$ cat config.mk
export PLATFORM = sky130hd
export DESIGN_NAME = lsu_rv32i
export DESIGN_NICKNAME = d
export VERILOG_FILES = /design/src/rtl/lsu_rv32i.sv
export SDC_FILE = /design/constraint.sdc
export NUM_CORES = 1
export LEC_CHECK = 0
export CAP_MARGIN = 10
export CORE_MARGIN = 1.5
export CORE_UTILIZATION = 30
export DETAILED_ROUTE_END_ITERATION = 10
export GPL_ROUTABILITY_DRIVEN = 0
export GPL_TIMING_DRIVEN = 0
export PLACE_DENSITY_LB_ADDON = 0.25
export SYNTH_ARGS = -nofsm -noshare
export SYNTH_HDL_FRONTEND = slang
export SYNTH_SLANG_ARGS = --single-unit
$ cat constraint.sdc
create_clock -name clock -period 2.26 [get_ports clock]
set_clock_uncertainty 0.05 [all_clocks]
set_input_delay 0.339 -clock clock [delete_from_list [all_inputs] [get_ports clock]]
set_output_delay 0.339 -clock clock [all_outputs]
set_load 0.02 [all_outputs]
$ cat src/rtl/lsu_rv32i.sv
// RV32I load/store unit: accepts decoded memory ops from the core, drives a
// req/ready/rvalid word memory with byte enables and returns extended load data.
module lsu_rv32i #(
    parameter int ADDR_W = 32,
    parameter int DATA_W = 32
) (
    input  logic              clock,
    input  logic              reset,
    input  logic              lsu_valid,
    input  logic              lsu_load,
    input  logic              lsu_store,
    input  logic [2:0]        lsu_loadtype,
    input  logic [1:0]        lsu_storetype,
    input  logic [ADDR_W-1:0] lsu_addr,
    input  logic [DATA_W-1:0] lsu_wdata,
    output logic [DATA_W-1:0] lsu_rdata,
    output logic              lsu_done,
    output logic              lsu_busy,
    output logic              lsu_misalign,
    output logic              mem_req,
    output logic              mem_we,
    output logic [ADDR_W-1:0] mem_addr,
    output logic [3:0]        mem_be,
    output logic [DATA_W-1:0] mem_wdata,
    input  logic              mem_ready,
    input  logic              mem_rvalid,
    input  logic [DATA_W-1:0] mem_rdata
);

    typedef enum logic [2:0] {
        ST_IDLE = 3'd0,
        ST_REQ  = 3'd1,
        ST_WAIT = 3'd2,
        ST_DONE = 3'd3,
        ST_ERR  = 3'd4
    } state_t;

    function automatic logic is_misaligned(input logic       is_store,
                                           input logic [1:0] storetype,
                                           input logic [2:0] loadtype,
                                           input logic [1:0] k);
        logic result;
        result = 1'b0;
        if (is_store) begin
            case (storetype)
                2'b00:   result = 1'b0;
                2'b01:   result = k[0];
                default: result = (k != 2'b00);
            endcase
        end else begin
            case (loadtype)
                3'b000, 3'b011: result = 1'b0;
                3'b001, 3'b100: result = k[0];
                default:        result = (k != 2'b00);
            endcase
        end
        return result;
    endfunction

    function automatic logic [3:0] store_be(input logic [1:0] storetype,
                                            input logic [1:0] k);
        logic [3:0] result;
        case (storetype)
            2'b00:   result = 4'b0001 << k;
            2'b01:   result = 4'b0011 << k;
            default: result = 4'b1111;
        endcase
        return result;
    endfunction

    // Replicating the narrow value into every lane lets the byte enables pick it out.
    function automatic logic [DATA_W-1:0] store_data(input logic [1:0]        storetype,
                                                     input logic [DATA_W-1:0] wdata);
        logic [DATA_W-1:0] result;
        case (storetype)
            2'b00:   result = {4{wdata[7:0]}};
            2'b01:   result = {2{wdata[15:0]}};
            default: result = wdata;
        endcase
        return result;
    endfunction

    function automatic logic [DATA_W-1:0] load_extend(input logic [DATA_W-1:0] rdata,
                                                      input logic [2:0]        loadtype,
                                                      input logic [1:0]        k);
        logic [DATA_W-1:0] shifted;
        logic [DATA_W-1:0] result;
        shifted = rdata >> {k, 3'b000};
        case (loadtype)
            3'b000:  result = {{24{shifted[7]}}, shifted[7:0]};
            3'b001:  result = {{16{shifted[15]}}, shifted[15:0]};
            3'b011:  result = {24'h000000, shifted[7:0]};
            3'b100:  result = {16'h0000, shifted[15:0]};
            default: result = shifted;
        endcase
        return result;
    endfunction

    state_t            state_r;
    state_t            next_state_s;
    logic              accept_s;
    logic              misalign_s;
    logic              capture_s;
    logic              is_store_r;
    logic [2:0]        loadtype_r;
    logic [1:0]        offset_r;
    logic              mem_req_r;
    logic              mem_we_r;
    logic [ADDR_W-1:0] mem_addr_r;
    logic [3:0]        mem_be_r;
    logic [DATA_W-1:0] mem_wdata_r;
    logic [DATA_W-1:0] lsu_rdata_r;
    logic              lsu_done_r;
    logic              lsu_busy_r;
    logic              lsu_misalign_r;

    // Next-state decode; a simultaneous load+store request is taken as a store.
    always_comb begin
        next_state_s = state_r;
        accept_s     = lsu_valid & (lsu_load | lsu_store);
        misalign_s   = is_misaligned(lsu_store, lsu_storetype, lsu_loadtype, lsu_addr[1:0]);
        case (state_r)
            ST_IDLE: begin
                if (accept_s) begin
                    if (misalign_s) begin
                        next_state_s = ST_ERR;
                    end else begin
                        next_state_s = ST_REQ;
                    end
                end else begin
                    next_state_s = ST_IDLE;
                end
            end
            ST_REQ: begin
                if (mem_ready) begin
                    if (is_store_r) begin
                        next_state_s = ST_DONE;
                    end else begin
                        next_state_s = ST_WAIT;
                    end
                end else begin
                    next_state_s = ST_REQ;
                end
            end
            ST_WAIT: begin
                if (mem_rvalid) begin
                    next_state_s = ST_DONE;
                end else begin
                    next_state_s = ST_WAIT;
                end
            end
            ST_DONE: next_state_s = ST_IDLE;
            ST_ERR:  next_state_s = ST_IDLE;
            default: next_state_s = ST_IDLE;
        endcase
        capture_s = (state_r == ST_IDLE) && (next_state_s == ST_REQ);
    end

    // State, registered handshake outputs and the latched access fields.
    always_ff @(posedge clock) begin
        if (reset) begin
            state_r        <= ST_IDLE;
            is_store_r     <= 1'b0;
            loadtype_r     <= 3'b000;
            offset_r       <= 2'b00;
            mem_req_r      <= 1'b0;
            mem_we_r       <= 1'b0;
            mem_addr_r     <= {ADDR_W{1'b0}};
            mem_be_r       <= 4'b0000;
            mem_wdata_r    <= {DATA_W{1'b0}};
            lsu_rdata_r    <= {DATA_W{1'b0}};
            lsu_done_r     <= 1'b0;
            lsu_busy_r     <= 1'b0;
            lsu_misalign_r <= 1'b0;
        end else begin
            state_r        <= next_state_s;
            mem_req_r      <= (next_state_s == ST_REQ);
            lsu_done_r     <= (next_state_s == ST_DONE) || (next_state_s == ST_ERR);
            lsu_misalign_r <= (next_state_s == ST_ERR);
            lsu_busy_r     <= (next_state_s != ST_IDLE);
            if (capture_s) begin
                is_store_r  <= lsu_store;
                loadtype_r  <= lsu_loadtype;
                offset_r    <= lsu_addr[1:0];
                mem_we_r    <= lsu_store;
                mem_addr_r  <= {lsu_addr[ADDR_W-1:2], 2'b00};
                mem_be_r    <= lsu_store ? store_be(lsu_storetype, lsu_addr[1:0]) : 4'b1111;
                mem_wdata_r <= lsu_store ? store_data(lsu_storetype, lsu_wdata) : {DATA_W{1'b0}};
            end
            if ((state_r == ST_WAIT) && mem_rvalid) begin
                lsu_rdata_r <= load_extend(mem_rdata, loadtype_r, offset_r);
            end
        end
    end

    assign lsu_rdata    = lsu_rdata_r;
    assign lsu_done     = lsu_done_r;
    assign lsu_busy     = lsu_busy_r;
    assign lsu_misalign = lsu_misalign_r;
    assign mem_req      = mem_req_r;
    assign mem_we       = mem_we_r;
    assign mem_addr     = mem_addr_r;
    assign mem_be       = mem_be_r;
    assign mem_wdata    = mem_wdata_r;

endmodule

== Yosys cells after proc, flatten, opt, wreduce, memory -nomap -nowiden ==
Index checks and enable logic that the tools add are counted.

* Eq/ne operators: 12
* Shift operators: 3
* Muxes and demuxes: 14
* Bitwise operators: 2
* Reductions and logical operators: 11

{| class="wikitable"
|+ Operators by type and width
! kind !! number
|-
| $pmux W32 S4 || 1
|-
| $pmux W32 S2 || 1
|-
| $mux W32 || 1
|-
| $shr A32 B5 Y32 || 1
|-
| $eq A3 B1 Y1 const B || 4
|-
| $eq A3 B2 Y1 const B || 4
|-
| $eq A3 B3 Y1 const B || 3
|-
| $logic_not A3 Y1 || 3
|-
| $mux W3 || 3
|-
| $pmux W3 S3 || 1
|-
| $pmux W4 S2 || 1
|-
| $mux W4 || 1
|-
| $pmux W1 S2 || 2
|-
| $reduce_or A2 Y1 || 2
|-
| $shl A1 B2 Y4 const A || 1
|-
| $shl A2 B2 Y4 const A || 1
|-
| $mux W1 || 3
|-
| $reduce_bool A3 Y1 || 1
|-
| $eq A2 B1 Y1 const B || 1
|-
| $logic_and A1 B1 Y1 || 2
|-
| $logic_not A2 Y1 || 1
|-
| $reduce_bool A2 Y1 || 1
|-
| $and A1 B1 Y1 || 1
|-
| $logic_or A1 B1 Y1 || 1
|-
| $or A1 B1 Y1 || 1
|}

* Bits in registers: 111
* Input bits: 108
* Output and inout bits: 105
* Word-level logic and storage cells: 54

== Longest topological paths before layout ==
Gate-level depths: netlist of run 1.

* Depth in word-level cells: 9
* Mapped depth: 8
* Depth with buffers taken out: 4

== Worst setup path before layout of run 1 ==
OpenSTA, ideal clock, no wires.

* Kind: register -> register
* Start point: register state_r[0]
* End point: register mem_addr_r[22] (netlist: mem_addr[22])
* Arrival time: 1824 ps
* Data required time: 2138 ps
* Slack: 314 ps
* Stages on the path, launching flop included: 8
* Buffers on the path: 3
* Cells stage by stage: dfxtp_1 or4b_4 a211o_1 buf_6 o21ai_4 buf_6 buf_8 mux2i_1

* Word-level cells in the longest chain between the ends: 4
* Elaborated cells on any way between the ends: 6
* Classes of those cells: eq/ne: 3; mux: 1; reduce/logical: 2

{| class="wikitable"
|+ RTL lines
! item !! line !! RTL
|-
| start, declared || 99 || <nowiki>state_t state_r;</nowiki>
|-
| start signal, assigned || 176 || <nowiki>state_r <= next_state_s;</nowiki>
|-
| $eq A3 B2 Y1 (tied with other cells) || 122 || <nowiki>case (state_r)</nowiki>
|-
| $pmux W3 S3 || 122 ||
|-
| $eq A3 B1 Y1 || 156 || <nowiki>capture_s = (state_r == ST_IDLE) && (next_state_s == ST_REQ);</nowiki>
|-
| $logic_and A1 B1 Y1 * || 156 ||
|-
| end signal, assigned || 168 || <nowiki>mem_addr_r <= {ADDR_W{1'b0}};</nowiki>
|-
| end signal, assigned || 186 || <nowiki>mem_addr_r <= {lsu_addr[ADDR_W-1:2], 2'b00};</nowiki>
|-
| end, declared || 109 || <nowiki>logic [ADDR_W-1:0] mem_addr_r;</nowiki>
|}

Every way passes the cells marked *; elsewhere a longest branch is shown, timed or not.
A chain may end at the register's enable or synchronous reset.

== Worst setup path after layout of run 1 ==
* Start point: input port lsu_valid
* End point: register mem_wdata_r[23] (netlist: mem_wdata[23])

* Word-level cells in the longest chain between the ends: 5

{| class="wikitable"
|+ RTL lines
! item !! line !! RTL
|-
| start, declared || 9 || <nowiki>input logic lsu_valid,</nowiki>
|-
| $and A1 B1 Y1 || 120 || <nowiki>accept_s = lsu_valid & (lsu_load | lsu_store);</nowiki>
|-
| $mux W3 || 124 || <nowiki>if (accept_s) begin</nowiki>
|-
| $pmux W3 S3 || 122 ||
|-
| $eq A3 B1 Y1 || 156 ||
|-
| $logic_and A1 B1 Y1 || 156 ||
|-
| end signal, assigned || 170 || <nowiki>mem_wdata_r <= {DATA_W{1'b0}};</nowiki>
|-
| end signal, assigned || 188 || <nowiki>mem_wdata_r <= lsu_store ? store_data(lsu_storetype, lsu_wdata) : {DATA_W{1'b0}};</nowiki>
|-
| end, declared || 111 || <nowiki>logic [DATA_W-1:0] mem_wdata_r;</nowiki>
|}

No other way between the ends.

==> key figures, run 1 <==
Cells and area
  • Fin util: a little under half
  • Antenna cells: 0
  • Area of the multi-input gates: 2731 sq um
  • FILL cells: 1667
  • Storage cell area: 2223 sq um
  • Layout cells sized above 1: 7.644%
  • Post-route cell area: 7929 sq um
  • Final-stage net count: 902
  • P&R area growth vs syn: 52.55%

Floorplanning
  • Rows: 47
  • Die width: 134.6 microns
  • Die height: 134.6 microns
  • Core area: 16760 sq um
  • Ports: 213
  • Starting Density: between 30% and 40%
  • Die Area: approximately 18000 sq um

Routing
  • Post-Route WL: 17.09 mm
  • Routed Antenna Nets: 0
  • Vias: 5020
  • Post-DR wirelength/cell: between 15 and 20 microns
  • Initial DRT Pass Iterations: 7
  • # DRC: 0
  • DRT iter0 DRCs: around 240
  • Vias per cell: 4.931

STA
  • RSZ-0062 raised after global routing: no
  • Minimum clock period after layout: about 2.2 ns
  • Period utilization: 96.03%
  • Slew Limit Fails: 0
  • Fmax: 460.8 MHz
  • Slew @ Worst Pin: 0.9357 ns
  • Setup-failing EPs final: 0
  • Final Hold Fails: 0
  • Worst slew margin: 37.14%

Global route
  • First-pass GRT wire length: approximately 26 mm
  • Initial antenna violation count: 1
  • Vias in the first global route: a little under 5000
  • GRT Overall Usage: 18.41%
  • Global route total overflow: 0
  • Largest net degree at the start of global routing: 18

Yosys
  • Asr flop ratio synth: 0%
  • Post-synthesis register bit count: 111
  • Number of synthesis warnings: 0
  • Area leader, netlist: dfxtp_1
  • Post-synth EDFFs: 0
  • Mean Syn Cell Area: 9.087 sq um
  • Area share of the largest cell type after synthesis: 42.75%
  • Count of cell types in the netlist: 50
  • Synth Cell Area: 5197 sq um
  • Area contributors post-synth: dfxtp_1 43%, mux2i_1 14%, nand2_1 7.0%
  • Register area share after synthesis: 42.75%
  • Post-Syn Instances: about 570
  • Top FF cell, synth: dfxtp_1

Setup path
  • CP max stage cell: or4b_4
  • Cell Chain, Critical Path: clkdlybuf4s50_1, or4b_4, a211o_1, buf_6, buf_6, nor4_1, a31o_1
  • R2R Setup Slk: 0.12 ns
  • Setup Crit Path Kind: input port to register
  • Worst path max stage delay: 0.52 ns
  • Worst EP required: about 2.5 ns
  • Critical Path AT: 2.42 ns
  • Critical path fanouts, max: 10
  • CP endpoint kind: register
  • Crit start category: input port
  • CP most frequent cell: buf_6

Clock tree
  • Skew-Pair Late Insertion Delay: approximately 0.35 ns
  • Clock Pin Slew Worst Setup and Hold Paths: around 0.07 ns
  • CTS tree: built
  • CTS root buf: clkbuf_16
  • Clock tree sinks: around 110
  • Total CTS buffers: 9
  • H-Tree Depth: 3
  • Maximum clock path buffer count: 2

Worst hold path
  • HP Class: register to register

Flow run
  • Max Cap Violations: 0

Pwr
  • Worst IR Drop VDD: between 0.3 and 0.4 mV
  • Cell Pwr Density: about 620 nW/um^2
  • Static Leak: 2.813 nW

Place
  • Port Buf Inserts: 210
  • Cell Area, Placed: 7579 sq um
  • Post-detail-place hpwl: ~13 mm

Run status
  • Status: completed
-- sequential cells by signal (all words and copies together) (netlist names) --
register      cells
offset_r          2
mem_be            4
lsu_misalign      1
lsu_rdata        32
lsu_done          1
mem_addr         30
mem_req           1
mem_wdata        32
mem_we            1
loadtype_r        3
state_r           3
lsu_busy          1
-- where the power goes --
group	internal (mW)	total [mW]	switching, mW
logic	0.513	1.04	0.522
clock network	0.999	1.75	0.750
registers	2.04	2.10	0.0548
-- layer usage --
metal | vias to the layer above | global-route usage, % | part of all wire [%]
met3 | 18 | 5.218 | 8.5
li1 | 2500 | - | -
met5 | - | 0 | 0
met2 | 183 | 29.15 | 44
met4 | 0 | 5.854 | 1.7
met1 | 2319 | 24.25 | 46
-- synthesized netlist by cell type, types with 4 or more instances --
| library cell | number |
|---|---|
| dfxtp_1 | 111 |
| nand2_1 | 97 |
| mux2i_1 | 74 |
| a21oi_1 | 41 |
| nor2_1 | 40 |
| clkbuf_1 | 29 |
| o2bb2ai_1 | 23 |
| o211ai_1 | 15 |
| mux2_2 | 11 |
| a211oi_1 | 10 |
| buf_2 | 10 |
| nor3_1 | 10 |
| a311oi_1 | 9 |
| nand3_1 | 8 |
| nor4_1 | 8 |
| a31o_1 | 6 |
| nor2b_1 | 6 |
| o21ai_0 | 6 |
| nand2b_1 | 5 |
| buf_4 | 4 |
| inv_1 | 4 |
-- critical path: cells and delay by family --
kind | cells | cell delay, ns
AOI/OAI and AO/OA | 2 | 0.41
and+or+nand+nor | 2 | 0.88
buffers and inverters | 3 | 0.77
-- path summary, 6_finish.rpt --
kind | start | endpoint | depth (start not counted)
hold / removal | mem_addr[31] | mem_addr[31] | 2
setup reg to reg | state_r[1] | mem_wdata[23] | 6
hold reg to reg | mem_addr[31] | mem_addr[31] | 2
setup / recovery | lsu_valid | mem_wdata[23] | 7
-- logic make-up (layout without fill, tap and decap cells) --
family                    Yosys count  after routing  share of synthesized area [%]
buffers and inverters              54            279                          5.079
muxes                              87             87                          17.50
and+or+nand+nor                   185            185                          15.74
other                               1              2                        0.07215
xor gates and xnor gates            2              2                         0.3371
DFF                               111            111                          42.75
AOI/OAI and AO/OA                 132            132                          18.51
-- cells in the final DEF, fill, tap and decap left out, drive strengths merged, types with 2 or more instances in the layout --
cell type      synthesis  final
o211ai                15     15
mux4                   2      2
nor3                  10     10
bufinv                 0      2
dfxtp                111    111
nand2b                 5      5
o211a                  4      4
mux2i                 74     74
a31oi                  3      3
clkdlybuf4s50          0    210
buf                   21     20
conb                   1      2
a211oi                11     11
nand3b                 2      2
nand3                  8      8
nand2                 98     98
o21a                   2      2
clkbuf                29     40
a21o                   3      3
nand4                  3      3
o2bb2ai               23     23
mux2                  11     11
inv                    4      5
nor4                   8      8
nor2b                  6      6
a31o                   8      8
nor2                  40     40
a311oi                 9      9
a21oi                 41     41
o21ai                  7      7
-- final cells by class --
class | count | area share (%)
buffer | 49 | 3.203
clock buffer | 10 | 3.014
clock inverter | 5 | 1.026
inverter | 4 | 0.1894
multi-input combinational | 408 | 34.45
sequential | 111 | 28.04
tap | 220 | 3.472
timing repair buffer | 211 | 26.61
-- metrics by stage --
stage / cells / total power, mW / setup WS, ns / hold WS (ns) / TNS (ns)
2_1_floorplan: 573 / 2.666 / 0.3140 / 0.4188 / 0
3_3_place_gp: 1003 / 3.165 / -0.4487 / 0.3909 / -17.59
3_5_place_dp: 1003 / 3.168 / -0.4293 / 0.3971 / -17.52
4_1_cts: 1018 / 4.929 / 0.05264 / 0.4076 / 0
5_1_grt: 1018 / 5.096 / 0.002997 / 0.4203 / 0
6_report: 1018 / 4.884 / 0.08982 / 0.4054 / 0
-- what timing repair did --
item                                    4_1_cts  5_1_grt
endpoints found under the setup margin       10       23
hold buffers                                  0        0
endpoints found under the hold margin         0        0
buffers inserted                              0        1
pin swaps                                     0        1
gates resized for setup                       1        6
(Power assumes the default switching activity.)
==> run 2: changes to the inputs <==
- CORE_ASPECT_RATIO: unset -> 0.9
- GPL_ROUTABILITY_DRIVEN: 0 -> unset
- SKIP_LAST_GASP: unset -> 1
==> key figures, run 2 (synthesis gave the netlist of run 1 again) <==
Floorplanning
  • Starting Density: 30.77% (was 31.01%)
  • Die width: 141.7 microns (was 134.6 microns)
  • Ports: 213 (unchanged)
  • Core area: 16890 sq um (was 16760 sq um)
  • Die height: 127.9 microns (was 134.6 microns)
  • Rows: 45 (was 47)
  • Die Area: 18120 sq um (about the same)

Global route
  • Largest net degree at the start of global routing: 19 (was 18)
  • Initial antenna violation count: 3 (was 1)
  • First-pass GRT wire length: 26.69 mm (was 26.25 mm)
  • GRT Overall Usage: 18.93% (was 18.41%)
  • Global route total overflow: 0 (unchanged)
  • Vias in the first global route: 4920 (was 4881)

Setup path
  • Worst r2r path cells: 6 (unchanged)
  • Worst EP required: 2.42 ns (was 2.51 ns)
  • Worst Setup EP: mem_req (was mem_wdata[23])
  • CP endpoint kind: register (unchanged)
  • R2R Setup Slk: 0.12 ns (about the same)
  • Crit start category: input port (unchanged)
  • Reg2Reg Launch Point: state_r[0] (was state_r[1])
  • Worst R2R End: mem_wdata[27] (was mem_wdata[23])
  • Setup Crit Path Kind: input port to register (unchanged)
  • Critical path fanouts, max: 10 (unchanged)
  • Critical Path AT: 2.31 ns (was 2.42 ns)
  • Critical Path Source: lsu_addr[0] (was lsu_valid)

Cells and area
  • Layout cells sized above 1: 7.855% (was 7.644%)
  • FILL cells: 1671 (was 1667)
  • Post-route cell area: 7929 sq um (unchanged)
  • Most frequent cells in the layout: 210 x clkdlybuf4s50_1, 111 x dfxtp_1, 96 x nand2_1, 74 x mux2i_1, 41 x a21oi_1 (was 210 x clkdlybuf4s50_1, 110 x dfxtp_1, 96 x nand2_1, 74 x mux2i_1, 41 x a21oi_1)
  • Storage cell area: 2222 sq um (was 2223 sq um)
  • P&R area growth vs syn: 52.55% (unchanged)
  • Final-stage net count: 906 (was 902)
  • Commonest non-fill, non-tap cell in the layout: clkdlybuf4s50_1 (unchanged)
  • Area of the multi-input gates: 2731 sq um (unchanged)

Flow run
  • Max Cap Violations: 0 (unchanged)

Pwr
  • Flop pwr share: 43.8% (was 43.0%)
  • Cell internal pwr: 3.434 mW (was 3.557 mW)
  • Static Leak: 2.825 nW (was 2.813 nW)
  • Cell Pwr Density: 603.8 nW/um^2 (was 616.0 nW/um^2)
  • Sw frac: 28.28% (was 27.18%)
  • Tot Pwr: 4.788 mW (was 4.884 mW)
  • Combinational share of power: 21.7% (was 21.2%)
  • Worst IR Drop VDD: 0.3874 mV (was 0.3997 mV)
  • Switching Power: 1.354 mW (was 1.327 mW)
  • Clk pwr share: 34.4% (was 35.8%)

STA
  • Slew @ Worst Pin: 0.7948 ns (was 0.9357 ns)
  • Fmax: 465.6 MHz (was 460.8 MHz)
  • RSZ-0062 raised after global routing: no (unchanged)
  • Setup tns final: 0 ns (unchanged)
  • Setup-failing EPs final: 0 (unchanged)
  • Worst slew margin: 46.82% (was 37.14%)
  • Slew Limit Fails: 0 (unchanged)
  • Final Hold Fails: 0 (unchanged)
  • Period utilization: 95.04% (was 96.03%)
  • Minimum clock period after layout: 2.148 ns (was 2.170 ns)

Routing
  • Initial DRT Pass Iterations: 4 (was 7)
  • Post-Route WL: 17.00 mm (was 17.09 mm)
  • DRT iter0 DRCs: 258 (was 241)
  • Vias: 4922 (was 5020)
  • # DRC: 0 (unchanged)
  • Post-DR wirelength/cell: 16.76 microns (was 16.79 microns)
  • Routed Antenna Nets: 0 (unchanged)
  • Vias per cell: 4.854 (was 4.931)

Clock tree
  • Skew-Pair Late Insertion Delay: 0.35 ns (about the same)
  • CTS tree: built (unchanged)
  • Clock Pin Slew Worst Setup and Hold Paths: 0.07 ns (about the same)
  • Maximum clock path buffer count: 2 (unchanged)
  • CTS root buf: clkbuf_16 (unchanged)
  • H-Tree Depth: 3 (unchanged)
  • Cts hold-fix bufs: 0 (unchanged)
  • Total CTS buffers: 9 (unchanged)
  • Clock tree sinks: 111 (unchanged)

Worst hold path
  • Hold Path Stages: 2 (unchanged)
  • HP Class: register to register (unchanged)

Place
  • GPL Wtd Cong: 0.8594
  • Cell Area, Placed: 7567 sq um (was 7579 sq um)
  • Post-detail-place hpwl: 12.87 mm (was 13.03 mm)
  • Port Buf Inserts: 210 (unchanged)

Run status
  • Status: completed (unchanged)
## run 2: area by class of cell
class	count	area share, %
Antenna cell	1	0.03156
Buffer	50	3.219
Clock buffer	9	2.840
Clock inverter	6	0.8679
Inverter	4	0.1894
Multi-Input combinational cell	408	34.45
Sequential cell	111	28.03
Tap cell	211	3.330
Timing Repair Buffer	214	27.05
## run 2: worst min-delay path by stage
stage	start	end	slack (ns)
after floorplan	loadtype_r[2]	loadtype_r[2]	0.42
after global placement	mem_addr[20]	mem_addr[20]	0.39
after detailed placement	mem_wdata[12]	mem_wdata[12]	0.40
after CTS	mem_addr[20]	mem_addr[20]	0.41
after global routing	mem_addr[10]	mem_addr[10]	0.43
final	mem_addr[20]	mem_addr[20]	0.41
## run 2: power groups by stage
stage	Combinational [mW]	Clock (mW)	Sequential [mW]
final	1.04	1.65	2.10
after global routing	1.12	1.79	2.11
after CTS	1.03	1.71	2.10
after detailed placement	1.02	0	2.14
after global placement	1.02	0	2.14
after floorplan	0.432	0	2.23
## run 2: timing repair
action / 4_1_cts / 5_1_grt
cloned: 0 / 0
buffers inserted: 0 / 4
setup endpoints to repair: 20 / 24
gates resized for setup: 2 / 3
pin swaps: 0 / 3
## run 2: per-layer routing
metal	global-route usage, %	share of wire (%)	wire length, microns	vias up
li1	-	-	-	2512
met1	25.83	48	8133	2233
met2	28.55	44	7412	163
met3	6.388	7.8	1327	10
met4	5.033	0.58	98	4
met5	0	0.16	27	-
## run 2: critical path, cell delays in order
cell             delay [ns]
clkdlybuf4s50_1        0.47
buf_2                  0.22
nor2_1                 0.07
a211oi_2               0.41
buf_2                  0.30
o21a_1                 0.14
buf_2                  0.22
a211oi_1               0.12
## run 2: through the flow
step                worst slack (ns)  util (%)  cells  hold WS (ns)
floorplan                     0.3140         -    573        0.4188
CTS                          0.06380     46.62   1009        0.4083
detailed placement           -0.5399     44.80    994        0.3953
global placement             -0.5184     44.80    994        0.3919
global route                0.005528     46.93   1013        0.4281
finish                        0.1121     46.94   1014        0.4053
